## config.mk

```make
export PLATFORM = sky130hd
export DESIGN_NAME = chain_head_driver
export DESIGN_NICKNAME = d
export VERILOG_FILES = /design/src/rtl/chain_head_driver.sv
export SDC_FILE = /design/constraint.sdc
export NUM_CORES = 1
export LEC_CHECK = 0
export CAP_MARGIN = 20
export CORE_MARGIN = 2
export CORE_UTILIZATION = 56
export CTS_BUF_LIST = sky130_fd_sc_hd__clkbuf_4 sky130_fd_sc_hd__clkbuf_8
export DETAILED_ROUTE_END_ITERATION = 7
export PLACE_DENSITY = 0.87
export SYNTH_ARGS = -nofsm -noshare
export SYNTH_HDL_FRONTEND = slang
export SYNTH_SLANG_ARGS = --single-unit
```

## constraint.sdc

```tcl
create_clock -name clk -period 4.25 [get_ports clk]
set_input_delay 0.85 -clock clk [delete_from_list [all_inputs] [get_ports clk]]
set_output_delay 0.85 -clock clk [all_outputs]
set_load 0.005 [all_outputs]
```

## src/rtl/chain_head_driver.sv

```systemverilog
// Head of the shape-renderer daisy chain: emits the raster pixel stream and,
// between frames, serialises accepted shape commands into five-word program bursts.
module chain_head_driver #(
   parameter int          H_ACTIVE = 1280,
   parameter int          V_ACTIVE = 1024,
   parameter logic [31:0] BG_COLOR = 32'h0000_0000,
   parameter int          MAX_CMDS = 16
) (
   input  logic        clk,
   input  logic        rst,
   input  logic        cmd_valid,
   output logic        cmd_ready,
   input  logic [10:0] cmd_shape_id,
   input  logic [11:0] cmd_x,
   input  logic [12:0] cmd_y,
   input  logic [11:0] cmd_w,
   input  logic [12:0] cmd_h,
   input  logic [31:0] cmd_color,
   output logic        frame_start,
   output logic        program_out,
   output logic [10:0] x_out,
   output logic [11:0] y_out,
   output logic [31:0] data_out
);

   localparam logic [10:0] X_LAST   = 11'(H_ACTIVE - 1);
   localparam logic [11:0] Y_LAST   = 12'(V_ACTIVE - 1);
   localparam logic [7:0]  CNT_MAX  = 8'(MAX_CMDS);
   localparam bit          ONE_COL  = (H_ACTIVE == 1);
   localparam bit          ONE_PIX  = (H_ACTIVE == 1) && (V_ACTIVE == 1);

   typedef enum logic [1:0] {
      BOUNDARY,
      PROG,
      SCAN
   } state_t;

   state_t      state, state_nxt;
   logic [10:0] xcnt, xcnt_nxt;
   logic [11:0] ycnt, ycnt_nxt;
   logic [2:0]  idx, idx_nxt;
   logic [7:0]  cmd_cnt, cmd_cnt_nxt;

   logic [10:0] held_shape, held_shape_nxt;
   logic [12:0] held_y, held_y_nxt;
   logic [11:0] held_w, held_w_nxt;
   logic [12:0] held_h, held_h_nxt;
   logic [31:0] held_color, held_color_nxt;

   logic        frame_start_nxt;
   logic        program_nxt;
   logic [10:0] x_nxt;
   logic [11:0] y_nxt;
   logic [31:0] data_nxt;

   logic        accept;
   logic [31:0] held_field;

   assign cmd_ready = !rst && (state == BOUNDARY) && (cmd_cnt < CNT_MAX);
   assign accept    = cmd_valid && cmd_ready;

   // Register ID 0 (x) is sent straight from the inputs on the accept edge, so only 1..4 are held.
   always_comb begin
      held_field = held_color;
      case (idx)
         3'd1:    held_field = {19'b0, held_y};
         3'd2:    held_field = {20'b0, held_w};
         3'd3:    held_field = {19'b0, held_h};
         default: held_field = held_color;
      endcase
   end

   always_comb begin
      state_nxt       = state;
      xcnt_nxt        = xcnt;
      ycnt_nxt        = ycnt;
      idx_nxt         = idx;
      cmd_cnt_nxt     = cmd_cnt;
      held_shape_nxt  = held_shape;
      held_y_nxt      = held_y;
      held_w_nxt      = held_w;
      held_h_nxt      = held_h;
      held_color_nxt  = held_color;
      frame_start_nxt = 1'b0;
      program_nxt     = 1'b0;
      x_nxt           = xcnt;
      y_nxt           = ycnt;
      data_nxt        = BG_COLOR;

      case (state)
         BOUNDARY: begin
            if (accept) begin
               program_nxt    = 1'b1;
               x_nxt          = cmd_shape_id;
               y_nxt          = 12'd0;
               data_nxt       = {20'b0, cmd_x};
               held_shape_nxt = cmd_shape_id;
               held_y_nxt     = cmd_y;
               held_w_nxt     = cmd_w;
               held_h_nxt     = cmd_h;
               held_color_nxt = cmd_color;
               cmd_cnt_nxt    = cmd_cnt + 8'd1;
               idx_nxt        = 3'd1;
               state_nxt      = PROG;
            end else begin
               // Pixel (0,0) goes out here so a command-free frame has no idle word.
               frame_start_nxt = 1'b1;
               x_nxt           = 11'd0;
               y_nxt           = 12'd0;
               if (ONE_PIX) begin
                  xcnt_nxt    = 11'd0;
                  ycnt_nxt    = 12'd0;
                  cmd_cnt_nxt = 8'd0;
                  state_nxt   = BOUNDARY;
               end else if (ONE_COL) begin
                  xcnt_nxt  = 11'd0;
                  ycnt_nxt  = 12'd1;
                  state_nxt = SCAN;
               end else begin
                  xcnt_nxt  = 11'd1;
                  ycnt_nxt  = 12'd0;
                  state_nxt = SCAN;
               end
            end
         end

         PROG: begin
            program_nxt = 1'b1;
            x_nxt       = held_shape;
            y_nxt       = {9'b0, idx};
            data_nxt    = held_field;
            idx_nxt     = idx + 3'd1;
            if (idx == 3'd4) begin
               state_nxt = BOUNDARY;
            end
         end

         SCAN: begin
            if (xcnt == X_LAST) begin
               xcnt_nxt = 11'd0;
               if (ycnt == Y_LAST) begin
                  ycnt_nxt    = 12'd0;
                  cmd_cnt_nxt = 8'd0;
                  state_nxt   = BOUNDARY;
               end else begin
                  ycnt_nxt = ycnt + 12'd1;
               end
            end else begin
               xcnt_nxt = xcnt + 11'd1;
            end
         end

         default: begin
            state_nxt = BOUNDARY;
         end
      endcase
   end

   always_ff @(posedge clk) begin
      if (rst) begin
         state       <= BOUNDARY;
         xcnt        <= 11'd0;
         ycnt        <= 12'd0;
         idx         <= 3'd0;
         cmd_cnt     <= 8'd0;
         held_shape  <= 11'd0;
         held_y      <= 13'd0;
         held_w      <= 12'd0;
         held_h      <= 13'd0;
         held_color  <= 32'd0;
         frame_start <= 1'b0;
         program_out <= 1'b0;
         x_out       <= 11'd0;
         y_out       <= 12'd0;
         data_out    <= 32'd0;
      end else begin
         state       <= state_nxt;
         xcnt        <= xcnt_nxt;
         ycnt        <= ycnt_nxt;
         idx         <= idx_nxt;
         cmd_cnt     <= cmd_cnt_nxt;
         held_shape  <= held_shape_nxt;
         held_y      <= held_y_nxt;
         held_w      <= held_w_nxt;
         held_h      <= held_h_nxt;
         held_color  <= held_color_nxt;
         frame_start <= frame_start_nxt;
         program_out <= program_nxt;
         x_out       <= x_nxt;
         y_out       <= y_nxt;
         data_out    <= data_nxt;
      end
   end

endmodule

```

==> run_results.csv <==
group,metric,value,unit
outcome,status,"finished clean",
routing,wl_per_cell,15.6,um
global_route,grt_max_degree,108,
routing,drc,0,
synth,muxShareOfSynthArea,0,
global_route,grtUsageMet1,0.345,
routing,wl,17200,um
cts,hold_buffers,0,
synth,ys.warnings.count,0,
finish,final_layout_size_suffix_gt1_frac,0.0643,
place,pre_cts_ws,1.31,ns
routing,viasPerCell,5.60,
place,gp_congestion,0.848,
critical_path,cp.arrival,2.11,ns
finish,fill_cells,911,
synth,syn_inst,803,
cts,cts.path.max_buffers,2,
power_and_ir_drop,p_leak,3.05,nW
sta,finalSetupTns,0,ns
power_and_ir_drop,vdd.ir_drop.worst,227,uV
finish,diodes,0,
worst_hold_path,min_from,"held_color[31]$_SDFFE_PP0P_",
critical_path,worstPathRequired,3.40,ns
critical_path,reg2regPathDepth,5,
synth,synth_area,6980,um2
place,place_area,8460,um2
cts,h-tree-depth,4,
critical_path,r2r_setup_slack,1.84,ns
synth,synth-seq-area-share,0.499,
global_route,grtUsageMet2,0.398,
die,dieArea,13400,um2
critical_path,rr_startpoint,"state[0]$_SDFFE_PP0P_",
synth,syn_area_per_cell,8.69,um2
synth,synthSimpleGateAreaFrac,0.244,
sta,setup_viol,0,
job,max-cap-violations,0,
global_route,grt_usage,0.257,
synth,async_reset_ff_frac,0,
sta,period_share,0.697,
die,core,12100,um2
finish,nNetsFinal,1024,
synth,yosysTopAreaCell,"dfxtp_1",
sta,worst_slack,1.29,ns
sta,max_slew.worst_pin.slew,1.09,ns
global_route,grt_pass1_vias,5580,
global_route,grt-busiest-layer,"met2",
sta,fin_skew,0.0123,ns
synth,synth_top_family_by_area,"simple AND/OR/NAND/NOR gates",
synth,syn-num-nets,907,
routing,firstDrtPassIters,5,
finish,stdcell_area,8890,um2
cts,post_cts_buffers,0,
critical_path,reg2reg_to,"held_color[22]$_SDFFE_PP0P_",
cts,clk_pin_slew_worst_paths,0.09,ns
place,port_buffers,153,
die,initial_utilization,0.578,
synth,ys_top_cells_by_area,"dfxtp_1, nand2_1, a21oi_1",
routing,first_iter_violations,463,
sta,finalCriticalPeriod,2.96,ns
synth,synth_adder_area_share,0.0143,
die,dieWidth,116,um
routing,vias,6170,
cts,clock_latency,0.47,ns
routing,antenna_left,0,
synth,synth-edff-count,0,
place,dp_cells,1067,
sta,hold_violations,0,
global_route,met3_usage,0.0560,
worst_hold_path,hold_path.class,"flip-flop to flip-flop",
sta,relSlewSlack,0.273,
critical_path,end_kind,"primary output",
synth,synth_xor_area_frac,0,
critical_path,critPathKind,"flip-flop to primary output",
finish,layout.cells.non_filler,1101,
sta,max_freq,0.337,GHz
sta,rsz0062_at_grt,"no",
synth,synth_flop_cell,"dfxtp_1",
cts,cts_buffers,17,
worst_hold_path,hold_end,"held_color[31]$_SDFFE_PP0P_",
die,rows,40,
die,io-pin-count,154,
critical_path,crit_path_start_kind,"flip-flop",
synth,synth.most_common_cell,"nand2_1",
synth,ys_types,57,
synth,yosysTopAreaCellShare,0.499,
sta,hold_slack,0.455,ns
die,die_h,116,um
synth,ys_ff_latch,174,
cts,cts-root-buf,"clkbuf_8",
sta,drv_slew,0,
global_route,grt_first_pass_wirelength,27200,um
worst_hold_path,hold_path_depth,2,
place,hpwlAfterDp,11400,um
finish,area_growth,27.4,%
cts,cts_tree,"built",
synth,synth_compound_area_frac,0.195,
cts,cts-resized-gates,0,
synth,synth_commonest_cells,"nand2_1, dfxtp_1, a21oi_1, and2_1, buf_2",
critical_path,crit_fanout,15,
cts,cts.sinks,174,
global_route,antenna_found_initial,0,
global_route,grt_overflow,0,
power_and_ir_drop,powerDensity,347,nW/um2
## how the worst max path moves through the flow
| stage | end | cells after the start | slack [ns] | from |
|---|---|---|---|---|
| 3_5_place_dp | cmd_ready | 4 | 1.31 | rst |
| 2_1_floorplan | cmd_ready | 2 | 2.24 | rst |
| 3_3_place_gp | cmd_ready | 4 | 1.33 | rst |
| 6_report | cmd_ready | 3 | 1.29 | state[0]$_SDFFE_PP0P_ |
| 4_1_cts | cmd_ready | 3 | 1.09 | state[1]$_SDFFE_PP0P_ |
| 5_1_grt | cmd_ready | 3 | 1.18 | state[0]$_SDFFE_PP0P_ |
## kinds of logic after synthesis
group,after synthesis
adder cells (fa/ha/maj),8
flip-flops,174
AO/OA/AOI/OAI,217
AND/OR/NAND/NOR,335
buffers and inverters,69
## registers in the layout (all words and copies together), names as in the netlist
register	cells
data_out	32
held_color	32
held_h	13
held_y	13
held_w	12
y_out	12
ycnt	12
held_shape	11
x_out	11
xcnt	11
cmd_cnt	8
idx	3
state	2
frame_start	1
program_out	1
## stage by stage
step                      total power [mW]   util
after global placement                2.04  0.702
after floorplan                       1.90      -
after global routing                  3.20  0.737
after CTS                             3.09  0.732
final                                 3.08  0.737
after detailed placement              2.05  0.702
## per-layer routing
metal / part of all wire / up-vias
met2: 0.46 / 203
li1: - / 3042
met1: 0.46 / 2889
met5: 0 / -
met3: 0.056 / 36
met4: 0.031 / 0
## cell usage in the layout, fill, tap and decap left out, types with 7 or more instances in the layout
cell	netlist	routed
a211oi_1	7	7
ha_1	8	8
a22oi_1	14	14
clkdlybuf4s50_1	0	152
nand2b_1	7	7
a311oi_1	9	9
nand3_1	12	11
and3b_1	12	12
nor2_1	18	18
a221o_1	12	12
clkbuf_8	0	19
o21ai_0	21	21
nand2_1	190	190
nor3b_1	15	15
a21oi_1	119	119
dfxtp_1	174	174
nor3_1	9	9
and2_1	29	29
inv_1	7	7
a31oi_1	10	10
## layout make-up
class | count | area [um2] | area share
clock buffer | 19 | 262 | 0.0294
clock inverter | 13 | 108 | 0.0121
inverter | 7 | 26.3 | 0.00296
multi-input combinational | 560 | 3180 | 0.358
sequential | 174 | 3480 | 0.392
tap | 168 | 210 | 0.0237
timing repair buffer | 160 | 1620 | 0.182
## report_power, final
part	leakage (nW)	internal (mW)	switching (mW)
registers	1.41	1.67	0.0289
clock network	0.177	0.446	0.618
logic	1.46	0.152	0.163
## critical path, cell delays in order, from the launching register on
cell and delay (ns):
dfxtp_1 0.50, nor4_4 0.44, and2_1 0.20, clkdlybuf4s50_1 0.51
(Power assumes the default switching activity.)
